**src/rtl/stencil_harness_pkg.sv**
```systemverilog
// Shared types for the stencil stream harness: run-state encoding, the
// widest lane word used for arithmetic, and the output-signature step.
package stencil_harness_pkg;

    typedef enum logic [1:0] {
        S_IDLE  = 2'd0,
        S_FLUSH = 2'd1,
        S_RUN   = 2'd2,
        S_DONE  = 2'd3
    } state_e;

    // Lane words are carried at this width and cut down to DATA_W where used.
    localparam int unsigned LANE_W_MAX = 64;
    typedef logic [LANE_W_MAX-1:0] lane_word_t;

    // Signature step within a w-bit field: rotate left by one, fold in the word.
    function automatic lane_word_t chk_step(input lane_word_t old_v,
                                            input lane_word_t word_x,
                                            input int unsigned w);
        lane_word_t mask;
        lane_word_t v;
        lane_word_t rot;
        mask = (w >= LANE_W_MAX) ? '1 : ((lane_word_t'(1) << w) - lane_word_t'(1));
        v    = old_v & mask;
        rot  = ((v << 1) | (v >> (w - 1))) & mask;
        return rot ^ (word_x & mask);
    endfunction

endpackage

```
**src/rtl/stencil_stream_harness_ramp.sv**
```systemverilog
// stencil_ramp_source: registered multi-lane ramp feeding the accelerator's
// input stream. Holds the lane words, the modular step and the count of
// consumed words; freezes on the last word and flags reads past the end.
module stencil_ramp_source
    import stencil_harness_pkg::*;
#(
    parameter int unsigned LANES     = 1,
    parameter int unsigned DATA_W    = 16,
    parameter int unsigned IN_TOKENS = 4096,
    parameter int unsigned START_VAL = 0,
    parameter int unsigned STRIDE    = 1
) (
    input  logic              clk,
    input  logic              rst,
    input  logic              load_i,
    input  logic              adv_i,
    output logic [DATA_W-1:0] data_o [0:LANES-1],
    output logic              ovr_o
);

    // Distance between the same lane of consecutive words, wrapped to DATA_W.
    localparam logic [DATA_W-1:0] STEP = DATA_W'(64'(LANES) * 64'(STRIDE));

    logic [DATA_W-1:0] lane_q [0:LANES-1];
    logic [31:0]       count_q;
    logic              take;
    logic              step_en;

    function automatic logic [DATA_W-1:0] lane_init(input int unsigned l);
        return DATA_W'(64'(START_VAL) + 64'(l) * 64'(STRIDE));
    endfunction

    // A read is accepted while words remain; the last accepted word stays on the bus.
    assign take    = adv_i && (count_q < IN_TOKENS);
    assign step_en = take && (count_q < (IN_TOKENS - 1));
    assign ovr_o   = adv_i && !(count_q < IN_TOKENS);
    assign data_o  = lane_q;

    // Lane registers and consumed-word count; load rewinds to the starting ramp.
    always_ff @(posedge clk or posedge rst) begin
        if (rst) begin
            for (int unsigned l = 0; l < LANES; l++) lane_q[l] <= lane_init(l);
            count_q <= '0;
        end else if (load_i) begin
            for (int unsigned l = 0; l < LANES; l++) lane_q[l] <= lane_init(l);
            count_q <= '0;
        end else if (take) begin
            count_q <= count_q + 32'd1;
            if (step_en) begin
                for (int unsigned l = 0; l < LANES; l++) lane_q[l] <= lane_q[l] + STEP;
            end
        end
    end

endmodule

```
**src/rtl/stencil_stream_harness.sv**
```systemverilog
// stencil_stream_harness: sequences flush, drives a ramp into a stencil
// accelerator's input stream and checks its output stream (count, signature,
// idle timeout, overrun/underrun) with an on-chip pass flag.
// Optional HARNESS_CHECKSUM_EN: when defined the running output signature is
// built; otherwise checksum reads 0.
module stencil_stream_harness
    import stencil_harness_pkg::*;
#(
    parameter int unsigned LANES        = 1,
    parameter int unsigned DATA_W       = 16,
    parameter int unsigned IN_TOKENS    = 4096,
    parameter int unsigned OUT_TOKENS   = 4096,
    parameter int unsigned START_VAL    = 0,
    parameter int unsigned STRIDE       = 1,
    parameter int unsigned FLUSH_CYCLES = 1,
    parameter int unsigned TIMEOUT      = 65535
) (
    input  logic              clk,
    input  logic              rst,
    input  logic              start,
    output logic              flush,
    input  logic              in_read_en,
    output logic [DATA_W-1:0] in_data [0:LANES-1],
    input  logic              out_write_valid,
    input  logic [DATA_W-1:0] out_data [0:LANES-1],
    output logic              busy,
    output logic              done,
    output logic              pass,
    output logic              timeout,
    output logic              overrun,
    output logic              underrun,
    output logic [31:0]       out_count,
    output logic [DATA_W-1:0] checksum
);

    state_e      state_q;
    logic [31:0] fcnt_q;
    logic        flush_q, busy_q, done_q, pass_q;
    logic [31:0] out_count_q, out_count_d;
    logic [31:0] idle_q, idle_d;
    logic        timeout_q, timeout_d;
    logic        overrun_q, overrun_d;
    logic        underrun_q, underrun_d;
    logic        in_run, begin_run, run_end, src_ovr;
    logic [DATA_W-1:0] lane_xor;

    assign in_run    = (state_q == S_RUN);
    assign begin_run = start && ((state_q == S_IDLE) || (state_q == S_DONE));

    stencil_ramp_source #(
        .LANES(LANES), .DATA_W(DATA_W), .IN_TOKENS(IN_TOKENS),
        .START_VAL(START_VAL), .STRIDE(STRIDE)
    ) u_src (
        .clk    (clk),
        .rst    (rst),
        .load_i (begin_run),
        .adv_i  (in_run && in_read_en),
        .data_o (in_data),
        .ovr_o  (src_ovr)
    );

    // Next values of the sink counters and sticky flags for this cycle.
    always_comb begin
        out_count_d = out_count_q;
        idle_d      = idle_q;
        timeout_d   = timeout_q;
        overrun_d   = overrun_q;
        underrun_d  = underrun_q;
        if (begin_run) begin
            out_count_d = '0;
            idle_d      = '0;
            timeout_d   = 1'b0;
            overrun_d   = 1'b0;
            underrun_d  = 1'b0;
        end else if (in_run) begin
            if (src_ovr) overrun_d = 1'b1;
            if (out_write_valid) begin
                if (out_count_q >= OUT_TOKENS) underrun_d = 1'b1;
                out_count_d = out_count_q + 32'd1;
                idle_d      = '0;
            end else if (idle_q < TIMEOUT) begin
                idle_d = idle_q + 32'd1;
            end
            if (idle_d == TIMEOUT) timeout_d = 1'b1;
        end
    end

    // The run ends on the edge that takes the last word or exhausts the idle budget.
    assign run_end = in_run && ((out_count_d == OUT_TOKENS) || (idle_d == TIMEOUT));

    // Sink counter and flag registers.
    always_ff @(posedge clk or posedge rst) begin
        if (rst) begin
            out_count_q <= '0;
            idle_q      <= '0;
            timeout_q   <= 1'b0;
            overrun_q   <= 1'b0;
            underrun_q  <= 1'b0;
        end else begin
            out_count_q <= out_count_d;
            idle_q      <= idle_d;
            timeout_q   <= timeout_d;
            overrun_q   <= overrun_d;
            underrun_q  <= underrun_d;
        end
    end

    // Run sequencer with registered flush/busy/done/pass.
    always_ff @(posedge clk or posedge rst) begin
        if (rst) begin
            state_q <= S_IDLE;
            fcnt_q  <= '0;
            flush_q <= 1'b0;
            busy_q  <= 1'b0;
            done_q  <= 1'b0;
            pass_q  <= 1'b0;
        end else begin
            case (state_q)
                S_IDLE, S_DONE: begin
                    if (start) begin
                        state_q <= S_FLUSH;
                        fcnt_q  <= '0;
                        flush_q <= 1'b1;
                        busy_q  <= 1'b1;
                        done_q  <= 1'b0;
                        pass_q  <= 1'b0;
                    end
                end
                S_FLUSH: begin
                    if (fcnt_q == (FLUSH_CYCLES - 1)) begin
                        state_q <= S_RUN;
                        flush_q <= 1'b0;
                    end else begin
                        fcnt_q <= fcnt_q + 32'd1;
                    end
                end
                S_RUN: begin
                    if (run_end) begin
                        state_q <= S_DONE;
                        busy_q  <= 1'b0;
                        done_q  <= 1'b1;
                        pass_q  <= !timeout_d && !overrun_d && !underrun_d &&
                                   (out_count_d == OUT_TOKENS);
                    end
                end
                default: state_q <= S_IDLE;
            endcase
        end
    end

    // XOR of all lanes of the presented output word.
    always_comb begin
        lane_xor = '0;
        for (int unsigned l = 0; l < LANES; l++) lane_xor = lane_xor ^ out_data[l];
    end

`ifdef HARNESS_CHECKSUM_EN
    logic [DATA_W-1:0] chk_q;

    // Output signature, folded on every accepted output word.
    always_ff @(posedge clk or posedge rst) begin
        if (rst) begin
            chk_q <= '0;
        end else if (begin_run) begin
            chk_q <= '0;
        end else if (in_run && out_write_valid) begin
            chk_q <= DATA_W'(chk_step(LANE_W_MAX'(chk_q), LANE_W_MAX'(lane_xor), DATA_W));
        end
    end

    assign checksum = chk_q;
`else
    logic unused_lane_xor;
    assign unused_lane_xor = ^lane_xor;
    assign checksum        = '0;
`endif

    assign flush     = flush_q;
    assign busy      = busy_q;
    assign done      = done_q;
    assign pass      = pass_q;
    assign timeout   = timeout_q;
    assign overrun   = overrun_q;
    assign underrun  = underrun_q;
    assign out_count = out_count_q;

endmodule

```
**config.mk**
```make
export PLATFORM = sky130hd
export DESIGN_NAME = stencil_stream_harness
export DESIGN_NICKNAME = d
export VERILOG_FILES = /design/src/rtl/stencil_harness_pkg.sv /design/src/rtl/stencil_stream_harness_ramp.sv /design/src/rtl/stencil_stream_harness.sv
export SDC_FILE = /design/constraint.sdc
export NUM_CORES = 1
export LEC_CHECK = 0
export BUFFER_PORTS_ARGS = -buffer_cell sky130_fd_sc_hd__buf_4
export CORE_ASPECT_RATIO = 0.6
export CORE_MARGIN = 3
export CORE_UTILIZATION = 45
export DETAILED_ROUTE_END_ITERATION = 12
export GPL_ROUTABILITY_DRIVEN = 0
export PLACE_DENSITY_LB_ADDON = 0.25
export SYNTH_ARGS = -nofsm -noshare
export SYNTH_HDL_FRONTEND = slang
export SYNTH_HIERARCHICAL = 1
export SYNTH_SLANG_ARGS = --single-unit
```
**constraint.sdc**
```tcl
create_clock -name clk -period 3 [get_ports clk]
set_input_delay 0 -clock clk [delete_from_list [all_inputs] [get_ports clk]]
set_output_delay 0 -clock clk [all_outputs]
set_load 0.005 [all_outputs]
```
==> results.sh, run 1 <==
export IMPL_run_status="finished with violations"
export IMPL_failed_checks="negative setup slack"
export IMPL_finalHoldViolCount=0
export IMPL_hold_path_class="in -> reg"
export IMPL_wire_length_after_detailed_routing_um=24700
export IMPL_min_period_over_period_pct=102
export IMPL_cp_buffers_inverters=3
export IMPL_dr_first_iter_drc_count=978
export IMPL_grt_pass1_wl_um=39800
export IMPL_combPwrFrac_pct=10.8
export IMPL_swShare_pct=25.9
export IMPL_wl_met3_um=2330
export IMPL_fill_cells=1586
export IMPL_capturing_element_type_of_the_critical_path="flip-flop"
export IMPL_detail_route_wirelength_met1_um=12000
export IMPL_cp_data_required_time_ps=3330
export IMPL_finalSetupViolCount=4
export IMPL_period_needed_ps=3070
export IMPL_numPortBuffers=59
export IMPL_clk_transition_reported_paths_ps=70
export IMPL_cts_made_buffers=17
export IMPL_timing_reg2reg_setup_slack_ps=-70
export IMPL_critical_path_depth=11
export IMPL_nNetsFinal=1173
export IMPL_r2r_start="idle_q[21]"
export IMPL_max_slew_margin_pct=34.6
export IMPL_synthesis_instances=956
export IMPL_library_cells_used_by_synthesis=82
export IMPL_synth_top_flop_cell="sky130_fd_sc_hd__dfrtp_1"
export IMPL_vdd_drop_max_mv=0.444
export IMPL_cp_data_arrival_time_ps=3400
export IMPL_met2RoutedLength_um=10100
export IMPL_floorplan_die_height_um=114
export IMPL_fmax_ghz=0.325
export IMPL_dieArea_um2=21400
export IMPL_p_per_area_nw_per_um2=430
export IMPL_drv_slew=0
export IMPL_synth_seq_area_share_pct=43.4
export IMPL_vias_per_cell=5.77
export IMPL_syn_avg_cell_area_um2=9.22
export IMPL_drt_pass_1_iters=5
export IMPL_internal_power_w=0.00362
export IMPL_number_of_max_cap_violations=0
export IMPL_groute_usage_overall_pct=23.0
export IMPL_routed_wire_length_per_instance_um=17.5
export IMPL_critical_path_top_delay_family="simple AND/OR/NAND/NOR gates"
export IMPL_std_cell_rows=38
export IMPL_worst_slack_ps=-74.5
export IMPL_layout_stage_area_growth_over_the_synthesis_result_pct=28.8
export IMPL_power_switching_w=0.00126
export IMPL_reg2regPathDepth=11
export IMPL_drc_errors=0
export IMPL_timing_critical_path_cells="nor4_1 -> buf_4 -> nand4_1 -> buf_6 -> buf_4 -> or3_1 -> o311ai_2 -> nand4_1 -> or4_4 -> o21a_4 -> o211a_1"
export IMPL_core_region_area_um2=18600
export IMPL_worst_path_largest_cell_delay_ps=610
export IMPL_setup_worst_path_end="state_q[0]"
export IMPL_drive_gt1_share_pct=27.8
export IMPL_largest_net_degree_at_the_start_of_global_routing=60
export IMPL_worstSkewPairLatency_ps=440
export IMPL_total_leakage_power_nw=5.29
export IMPL_synth_area_um2=8820
export IMPL_postSynthRegisterBits=153
export IMPL_final_common_cell="sky130_fd_sc_hd__buf_4"
export IMPL_number_of_flops_mapped_to_enable_cells_by_yosys=0
export IMPL_p_total_w=0.00489
export IMPL_crit_path_max_fanout=7
export IMPL_ys_async_sr_fraction_pct=100
export IMPL_bufs_on_longest_clock_path=2
export IMPL_final_core_util_pct=60.9
export IMPL_n_antenna_cell=0
export IMPL_cp_startpoint="idle_q[21]"
export IMPL_r2r_end="state_q[0]"
export IMPL_top_level_ports=92
export IMPL_num_vias=8158
export IMPL_mostFrequentLayoutCells="sky130_fd_sc_hd__buf_4 (201), sky130_fd_sc_hd__dfrtp_1 (151), sky130_fd_sc_hd__nor2_1 (87)"
export IMPL_drt_antenna_violating_nets=0
export IMPL_grt_setup_unrepaired="yes"
export IMPL_placed_wire_length_estimate_after_detailed_placement_um=17500
export IMPL_maxUsedRoutingLayer="met4"
export IMPL_grt_pass1_vias=7543
export IMPL_die_x_um=187
export IMPL_cts_sink_count=153
export IMPL_clock_tree_htree_level_count=4
export IMPL_tightest_slew_ps=979
export IMPL_crit_slowest_cell="sky130_fd_sc_hd__or4_4"
export IMPL_initial_core_util_pct=47.3
export IMPL_worst_clock_skew_ps=12.8
export IMPL_antenna_found_initial=0
export IMPL_globalRoute_totalOverflow=0
export IMPL_clock_tree_from_tritoncts="yes"
export IMPL_timing_worst_setup_path_type="reg -> reg"
export IMPL_clockRootBuffer="sky130_fd_sc_hd__clkbuf_16"
export IMPL_power_share_sequential_pct=44.4
export IMPL_clkPwrFrac_pct=44.7
export IMPL_worst_setup_path_start_kind="flip-flop"
export IMPL_synth_warnings=6
## routing by layer
metal | vias up | GRT usage (%)
met3 | 31 | 6.27
met2 | 391 | 32.3
li1 | 3820 | -
met4 | 0 | 5.44
met1 | 3916 | 35.1
met5 | - | 0
## power by group through the flow
stage	Clock [W]	Sequential (W)	Combinational, W
global placement	0	0.00220	0.000505
global route	0.00232	0.00218	0.000582
CTS	0.00222	0.00217	0.000514
floorplan	0	0.00219	0.000300
detailed placement	0	0.00220	0.000509
finish	0.00219	0.00217	0.000529
## worst min path at each step
stage                     from             to  slack, ps  cells after the start
3_3_place_gp               rst     fcnt_q[25]        220                      2
2_1_floorplan            start     state_q[1]        200                      2
5_1_grt        out_write_valid     idle_q[13]        230                      5
3_5_place_dp               rst  out_count[31]        230                      2
6_report       out_write_valid     idle_q[13]        170                      5
4_1_cts        out_write_valid     idle_q[13]        150                      5
## stage by stage
| stage | hold slack (ps) | TNS, ps | std cells | instance area [µm²] | setup slack, ps |
|---|---|---|---|---|---|
| 2_1_floorplan | 204 | -410 | 971 | 8870 | -26.5 |
| 3_3_place_gp | 217 | -786 | 1359 | 10300 | -207 |
| 3_5_place_dp | 226 | -1140 | 1359 | 10300 | -274 |
| 4_1_cts | 145 | -385 | 1406 | 11200 | -134 |
| 5_1_grt | 231 | -663 | 1413 | 11400 | -173 |
| 6_report | 174 | -174 | 1413 | 11400 | -74.5 |
## Yosys cell counts, types with 27 or more instances
| cell | number | area share (%) |
|---|---|---|
| sky130_fd_sc_hd__inv_1 | 31 | 1.3 |
| sky130_fd_sc_hd__nor2b_1 | 28 | 2.0 |
| sky130_fd_sc_hd__nor4_1 | 35 | 2.5 |
| sky130_fd_sc_hd__nand2_1 | 62 | 2.6 |
| sky130_fd_sc_hd__nor2_1 | 89 | 3.8 |
| sky130_fd_sc_hd__nand4_1 | 51 | 3.6 |
| sky130_fd_sc_hd__and2_1 | 33 | 2.3 |
| sky130_fd_sc_hd__xnor2_1 | 36 | 3.6 |
| sky130_fd_sc_hd__or3_1 | 27 | 1.9 |
| sky130_fd_sc_hd__dfrtp_1 | 153 | 43 |
| sky130_fd_sc_hd__a21oi_1 | 41 | 2.3 |
| sky130_fd_sc_hd__o21ai_0 | 41 | 2.3 |
| sky130_fd_sc_hd__nand3_1 | 43 | 2.4 |
## sequential cells by signal (all words and copies together) (netlist names)
signal / count
busy: 1
overrun: 1
state_q: 2
fcnt_q: 32
u_src/data_o: 16
out_count: 32
done: 1
flush: 1
underrun: 1
timeout: 1
idle_q: 32
u_src/count_q: 32
pass: 1
## worst reg2reg max path, cell delays in order, from the launching register on
cell and delay, ps:
sky130_fd_sc_hd__dfrtp_1 370, sky130_fd_sc_hd__nor4_1 270, sky130_fd_sc_hd__buf_4 160, sky130_fd_sc_hd__nand4_1 80
sky130_fd_sc_hd__buf_6 140, sky130_fd_sc_hd__buf_4 150, sky130_fd_sc_hd__or3_1 390, sky130_fd_sc_hd__o311ai_2 320
sky130_fd_sc_hd__nand4_1 120, sky130_fd_sc_hd__or4_4 610, sky130_fd_sc_hd__o21a_4 160, sky130_fd_sc_hd__o211a_1 190
## area by class of cell
cell class | count | area (µm²) | share of cell area [%]
well taps | 260 | 325 | 2.86
clock buffers | 19 | 453 | 3.99
clock inverters | 11 | 135 | 1.19
inverters | 32 | 123 | 1.08
repair buffers | 211 | 1640 | 14.4
flip-flops and latches | 153 | 3830 | 33.7
multi-input cells | 727 | 4850 | 42.7
## kinds of logic (layout without fill, tap and decap cells)
| kind of cell | after synthesis | in the layout | share of synthesized area, % |
|---|---|---|---|
| compound gates | 144 | 144 | 10.8 |
| flops | 153 | 153 | 43.4 |
| buf+inv | 91 | 273 | 4.91 |
| simple gates | 483 | 483 | 31.7 |
| mux | 16 | 16 | 1.93 |
| fa+ha+maj | 10 | 10 | 1.42 |
| xor+xnor | 58 | 58 | 5.76 |
| other cells | 1 | 16 | 0.0425 |
## repair_timing
| item | 4_1_cts | 5_1_grt |
|---|---|---|
| hold buffers | 2 | 0 |
| pin swaps | 14 | 17 |
| hold endpoints to repair | 105 | 0 |
| resized for setup | 25 | 29 |
| buffers inserted | 15 | 7 |
| setup endpoints to repair | 5 | 10 |
(Power assumes the default switching activity.)
==> run 2, diff against run 1 <==
--- a/config.mk
+++ b/config.mk
@@ -14,5 +14,4 @@
 export PLACE_DENSITY_LB_ADDON = 0.25
 export SYNTH_ARGS = -nofsm -noshare
 export SYNTH_HDL_FRONTEND = slang
-export SYNTH_HIERARCHICAL = 1
 export SYNTH_SLANG_ARGS = --single-unit
==> constraint.sdc (replaced) <==
create_clock -name clk -period 3 [get_ports clk]
set_input_delay 0 -clock clk [delete_from_list [all_inputs] [get_ports clk]]
set_output_delay 0 -clock clk [all_outputs]
set_load 0.02 [all_outputs]
==> results.sh, run 2 <==
export IMPL_drt_antenna_violating_nets=0
export IMPL_run_status="finished with violations"
export IMPL_hold_path_class="in -> reg"
export IMPL_finalHoldViolCount=0
export IMPL_synth_seq_area_share_pct=45.8
export IMPL_drive_gt1_share_pct=24.4
export IMPL_cts_made_buffers=17
export IMPL_core_region_area_um2=17600
export IMPL_num_vias=7569
export IMPL_die_x_um=182
export IMPL_netlist_top_cells_count="sky130_fd_sc_hd__dfrtp_1 (153), sky130_fd_sc_hd__nor2_1 (106), sky130_fd_sc_hd__nand2_1 (73), sky130_fd_sc_hd__nand3_1 (53), sky130_fd_sc_hd__xor2_1 (48)"
export IMPL_nNetsFinal=1107
export IMPL_grt_pass1_vias=6998
export IMPL_cp_data_arrival_time_ps=3530
export IMPL_synth_top_cell_by_area="sky130_fd_sc_hd__dfrtp_1"
export IMPL_worst_slack_ps=-171
export IMPL_layout_stage_area_growth_over_the_synthesis_result_pct=27.4
export IMPL_ys_async_sr_fraction_pct=100
export IMPL_grt_setup_unrepaired="yes"
export IMPL_floorplan_die_height_um=112
export IMPL_post_route_cell_area_um2=10600
export IMPL_grt_pass1_wl_um=36900
export IMPL_min_period_over_period_pct=106
export IMPL_globalRoute_totalOverflow=0
export IMPL_number_of_max_cap_violations=0
export IMPL_library_cells_used_by_synthesis=72
export IMPL_placed_wire_length_estimate_after_detailed_placement_um=15700
export IMPL_synth_top_cells_by_area="sky130_fd_sc_hd__dfrtp_1 (46%), sky130_fd_sc_hd__xor2_1 (5.0%), sky130_fd_sc_hd__nor2_1 (4.8%)"
export IMPL_synthesis_instances=911
export IMPL_placed_area_um2=9800
export IMPL_worst_setup_path_start_kind="flip-flop"
export IMPL_worstSkewPairLatency_ps=430
export IMPL_fmax_ghz=0.315
export IMPL_capturing_element_type_of_the_critical_path="flip-flop"
export IMPL_number_of_flops_mapped_to_enable_cells_by_yosys=0
export IMPL_drv_slew=0
export IMPL_cp_data_required_time_ps=3360
export IMPL_routed_wire_length_per_instance_um=17.0
export IMPL_crit_path_max_fanout=6
export IMPL_period_needed_ps=3170
export IMPL_synth_warnings=0
export IMPL_numPortBuffers=59
export IMPL_clock_tree_htree_level_count=4
export IMPL_failed_checks="negative setup slack"
export IMPL_p_per_area_nw_per_um2=510
export IMPL_std_cell_rows=37
export IMPL_clock_tree_from_tritoncts="yes"
export IMPL_synth_area_um2=8350
export IMPL_yosysMostFrequentCell="sky130_fd_sc_hd__dfrtp_1"
export IMPL_final_cells=1323
export IMPL_largest_net_degree_at_the_start_of_global_routing=154
export IMPL_postSynthRegisterBits=153
export IMPL_bufs_on_longest_clock_path=2
export IMPL_synth_top_flop_cell="sky130_fd_sc_hd__dfrtp_1"
export IMPL_wire_length_after_detailed_routing_um=22500
export IMPL_mostFrequentLayoutCells="sky130_fd_sc_hd__buf_4 (186), sky130_fd_sc_hd__dfrtp_1 (151), sky130_fd_sc_hd__nor2_1 (106)"
export IMPL_clockRootBuffer="sky130_fd_sc_hd__clkbuf_16"
export IMPL_syn_avg_cell_area_um2=9.17
export IMPL_dr_first_iter_drc_count=888
export IMPL_worst_clock_skew_ps=9.26
export IMPL_finalSetupViolCount=4
export IMPL_tightest_slew_ps=861
export IMPL_timing_worst_setup_path_type="reg -> reg"
export IMPL_groute_usage_overall_pct=22.2
export IMPL_antenna_found_initial=0
export IMPL_n_antenna_cell=0
export IMPL_dieArea_um2=20300
export IMPL_timing_reg2reg_setup_slack_ps=-170
export IMPL_vias_per_cell=5.72
export IMPL_vdd_drop_max_mv=0.348
export IMPL_drt_pass_1_iters=5
export IMPL_cts_sink_count=153
export IMPL_drc_errors=0
export IMPL_clk_transition_reported_paths_ps=70
export IMPL_total_leakage_power_nw=5.08
export IMPL_final_common_cell="sky130_fd_sc_hd__buf_4"
export IMPL_initial_core_util_pct=47.4
export IMPL_numPlacedInstances=1280
export IMPL_p_total_w=0.00542
export IMPL_max_slew_margin_pct=42.6
export IMPL_top_level_ports=92
export IMPL_synthDominantCellAreaShare_pct=45.8
run 2: timing repair:
| action | 4_1_cts | 5_1_grt |
|---|---|---|
| gates cloned | 0 | 0 |
| buffers inserted | 6 | 2 |
| hold buffers | 3 | 0 |
| endpoints found under the setup margin | 5 | 10 |
| hold endpoints to repair | 156 | 0 |
| resized for setup | 11 | 18 |
| pin swaps | 5 | 3 |
run 2: stage by stage:
step / TNS (ps) / util (%) / setup WS [ps] / hold slack, ps
floorplan: -31.1 / - / -31.1 / 199
global placement: -327 / 55.5 / -97.3 / 308
detailed placement: -913 / 55.5 / -222 / 317
CTS: -129 / 59.6 / -107 / 13.8
global route: -806 / 60.3 / -270 / 31.6
finish: -282 / 60.3 / -171 / 32.5
run 2: worst max-delay path: stages (launching register included):
cell and delay, ps:
sky130_fd_sc_hd__dfrtp_1 390, sky130_fd_sc_hd__inv_2 80, sky130_fd_sc_hd__ha_4 160, sky130_fd_sc_hd__nand4_1 130
sky130_fd_sc_hd__buf_4 180, sky130_fd_sc_hd__nor3_4 220, sky130_fd_sc_hd__nand4_1 220, sky130_fd_sc_hd__xnor2_2 200
sky130_fd_sc_hd__a211o_1 300, sky130_fd_sc_hd__or4_4 570, sky130_fd_sc_hd__or4_4 420, sky130_fd_sc_hd__o22a_1 180
sky130_fd_sc_hd__o21ai_2 50
run 2: cells by family (layout without fill, tap and decap cells):
kind of cell,Yosys count,in the layout,synth area share [%]
compound gates,128,128,10.1
simple gates,459,459,29.4
flops,153,153,45.8
mux,8,8,0.959
buf+inv,83,246,4.90
xor+xnor,69,69,7.24
other cells,1,16,0.0449
fa+ha+maj,10,10,1.50
run 2: worst paths after layout:
kind | cells after the start | to | startpoint
hold / removal | 3 | idle_q[1] | out_write_valid
max in group asynchronous | 4 | out_count[5] | rst
setup / recovery | 12 | pass | state_q[0]
min in group asynchronous | 4 | fcnt_q[10] | rst
hold reg to reg | 1 | u_src.count_q[31] | u_src.count_q[31]
setup reg to reg | 12 | pass | state_q[0]
run 2: final cells by class:
cell class / count / area (µm²)
sequential: 153 / 3830
multi-input combinational: 690 / 4370
timing repair buffer: 192 / 1480
inverter: 22 / 86.3
fill: 1492 / 7000
tap: 234 / 293
clock buffer: 18 / 439
clock inverter: 14 / 136
run 2: per-layer routing:
metal  global-route usage (%)  vias up  share of wire (%)
met5                        0        -                  0
met4                     5.27        0                1.2
met3                     5.68       22                8.3
met2                     30.6      307                 42
met1                     34.8     3651                 49
li1                         -     3589                  -
run 2: power breakdown:
part	total, W	switching, W	internal, W
registers	0.00234	0.000142	0.00220
clock network	0.00210	0.000919	0.00118
logic	0.000982	0.000553	0.000429
==> run 3, diff against run 2 <==
--- a/config.mk
+++ b/config.mk
@@ -7,7 +7,7 @@
 export LEC_CHECK = 0
 export BUFFER_PORTS_ARGS = -buffer_cell sky130_fd_sc_hd__buf_4
 export CORE_ASPECT_RATIO = 0.6
-export CORE_MARGIN = 3
+export CORE_MARGIN = 4
 export CORE_UTILIZATION = 45
 export DETAILED_ROUTE_END_ITERATION = 12
 export GPL_ROUTABILITY_DRIVEN = 0
==> constraint.sdc (replaced) <==
create_clock -name clk -period 3 [get_ports clk]
set_input_delay 0 -clock clk [delete_from_list [all_inputs] [get_ports clk]]
set_output_delay 0 -clock clk [all_outputs]
set_load 0.005 [all_outputs]
==> results.sh, run 3 (same netlist as run 2, synthesis figures left out) <==
export IMPL_core_region_area_um2=18200
export IMPL_floorplan_die_height_um=114
export IMPL_tns_ps=-901
export IMPL_numPlacedInstances=1289
export IMPL_drv_slew=0
export IMPL_drt_antenna_violating_nets=0
export IMPL_worstSkewPairLatency_ps=440
export IMPL_fmax_ghz=0.308
export IMPL_power_share_sequential_pct=43.2
export IMPL_clockRootBuffer="sky130_fd_sc_hd__clkbuf_16"
export IMPL_drc_errors=0
export IMPL_grt_pass1_wl_um=38200
export IMPL_mostFrequentLayoutCells="sky130_fd_sc_hd__buf_4 (211), sky130_fd_sc_hd__dfrtp_1 (152), sky130_fd_sc_hd__nor2_1 (105)"
export IMPL_cts_made_buffers=17
export IMPL_wire_length_after_detailed_routing_um=23100
export IMPL_clock_tree_htree_level_count=4
export IMPL_p_per_area_nw_per_um2=502
export IMPL_r2r_start="state_q[0]"
export IMPL_initial_core_util_pct=46.0
export IMPL_routed_wire_length_per_instance_um=17.0
export IMPL_num_vias=7679
export IMPL_min_period_over_period_pct=108
export IMPL_worst_hold_slack_ps=67.8
export IMPL_dr_first_iter_drc_count=933
export IMPL_worst_setup_path_start_kind="flip-flop"
export IMPL_vdd_drop_max_mv=0.354
export IMPL_capturing_element_type_of_the_critical_path="flip-flop"
export IMPL_internal_power_w=0.00394
export IMPL_worst_slack_ps=-250
export IMPL_reg2regPathDepth=12
export IMPL_clk_transition_reported_paths_ps=70
export IMPL_worst_path_largest_cell_delay_ps=530
export IMPL_finalHoldViolCount=0
export IMPL_failed_checks="negative setup slack"
export IMPL_dieArea_um2=20900
export IMPL_die_x_um=184
export IMPL_timing_worst_setup_path_type="reg -> reg"
export IMPL_nNetsFinal=1136
export IMPL_antenna_found_initial=0
export IMPL_drt_pass_1_iters=5
export IMPL_final_common_cell="sky130_fd_sc_hd__buf_4"
export IMPL_groute_usage_overall_pct=22.6
export IMPL_numPortBuffers=59
export IMPL_period_needed_ps=3250
export IMPL_hold_path_class="in -> async"
export IMPL_combPwrFrac_pct=15.6
export IMPL_vias_per_cell=5.65
export IMPL_number_of_max_cap_violations=0
export IMPL_worst_clock_skew_ps=19.2
export IMPL_layout_stage_area_growth_over_the_synthesis_result_pct=30.2
export IMPL_r2r_end="pass"
export IMPL_timing_reg2reg_setup_slack_ps=-250
export IMPL_drive_gt1_share_pct=26.2
export IMPL_n_antenna_cell=0
export IMPL_grt_pass1_vias=7144
export IMPL_cp_data_arrival_time_ps=3620
export IMPL_final_core_util_pct=59.9
export IMPL_final_cells=1358
export IMPL_swShare_pct=27.7
export IMPL_placed_wire_length_estimate_after_detailed_placement_um=16200
export IMPL_grt_setup_unrepaired="yes"
export IMPL_clkPwrFrac_pct=41.2
export IMPL_crit_slowest_cell="sky130_fd_sc_hd__or4_4"
export IMPL_crit_path_frequent_cell="sky130_fd_sc_hd__or4_1"
export IMPL_top_level_ports=92
export IMPL_bufs_on_longest_clock_path=2
export IMPL_power_switching_w=0.00151
export IMPL_crit_path_max_fanout=5
export IMPL_total_leakage_power_nw=5.22
export IMPL_timing_critical_path_cells="inv_2 -> ha_4 -> buf_4 -> and4_4 -> nand4_1 -> o21ai_1 -> a21oi_1 -> or4_1 -> or4_4 -> or4_1 -> o22a_1 -> o21ai_2"
export IMPL_largest_net_degree_at_the_start_of_global_routing=90
export IMPL_std_cell_rows=38
export IMPL_finalSetupViolCount=6
export IMPL_cts_sink_count=153
export IMPL_run_status="finished with violations"
export IMPL_clock_tree_from_tritoncts="yes"
export IMPL_cp_data_required_time_ps=3370
export IMPL_globalRoute_totalOverflow=0
[run 3: cell types whose count changed in the layout (fill, tap and decap cells not counted), moves of 3 or more]
cell and delta:
sky130_fd_sc_hd__clkinv_4 +4, sky130_fd_sc_hd__nor4_1 +3, sky130_fd_sc_hd__buf_4 +25, sky130_fd_sc_hd__clkinvlp_4 -3, sky130_fd_sc_hd__buf_6 +3
[run 3: final cells by class]
cell class / count / area [µm²]
Clock buffer: 17 / 425
Timing Repair Buffer: 221 / 1710
Clock inverter: 15 / 191
Inverter: 22 / 86.3
Multi-Input combinational cell: 690 / 4330
Fill cell: 1552 / 7290
Sequential cell: 153 / 3830
Tap cell: 240 / 300
[run 3: worst max path at each step]
stage,endpoint,slack (ps),start,cells past startpoint
6_report,pass,-250,state_q[0],12
4_1_cts,pass,-100,state_q[0],11
5_1_grt,pass,-310,state_q[0],13
2_1_floorplan,pass,-30,state_q[0],12
3_3_place_gp,pass,-160,out_count[1],10
3_5_place_dp,state_q[0],-260,idle_q[1],10
[run 3: stage by stage]
stage               worst slack, ps  area [µm²]  total power (W)
finish                         -250       10900          0.00545
global route                   -308       10900          0.00573
CTS                            -102       10700          0.00549
detailed placement             -260        9820          0.00319
global placement               -161        9820          0.00318
floorplan                     -30.6        8450          0.00285
[run 3: metal layers]
layer / up-vias / wire length, µm / share of wire, % / track usage [%]
met5: - / 0 / 0 / 0
met4: 0 / 337 / 1.5 / 5.91
met3: 31 / 2260 / 9.8 / 6.53
met2: 352 / 9300 / 40 / 29.6
met1: 3632 / 11200 / 49 / 36.2
li1: 3664 / - / - / -
[run 3: power by group through the flow]
stage	Combinational (W)	Clock (W)	Sequential (W)
final	0.000849	0.00225	0.00236
after global routing	0.000953	0.00239	0.00238
after global placement	0.000796	0	0.00238
after CTS	0.000837	0.00230	0.00235
after detailed placement	0.000810	0	0.00238
after floorplan	0.000483	0	0.00237
[run 3: worst max-delay path: cells and delay by family, from the launching register on]
| family | cells | cell delay [ps] |
|---|---|---|
| adders and majority gates | 1 | 170 |
| and+or+nand+nor | 5 | 1880 |
| AOI/OAI and AO/OA | 4 | 530 |
| buffers and inverters | 2 | 210 |
| DFF | 1 | 410 |
[run 3: what timing repair did]
item,4_1_cts,5_1_grt
setup endpoints to repair,5,10
hold buffers,4,0
resized for setup,15,18
hold endpoints to repair,156,0
pin swaps,9,7
setup buffers,26,9
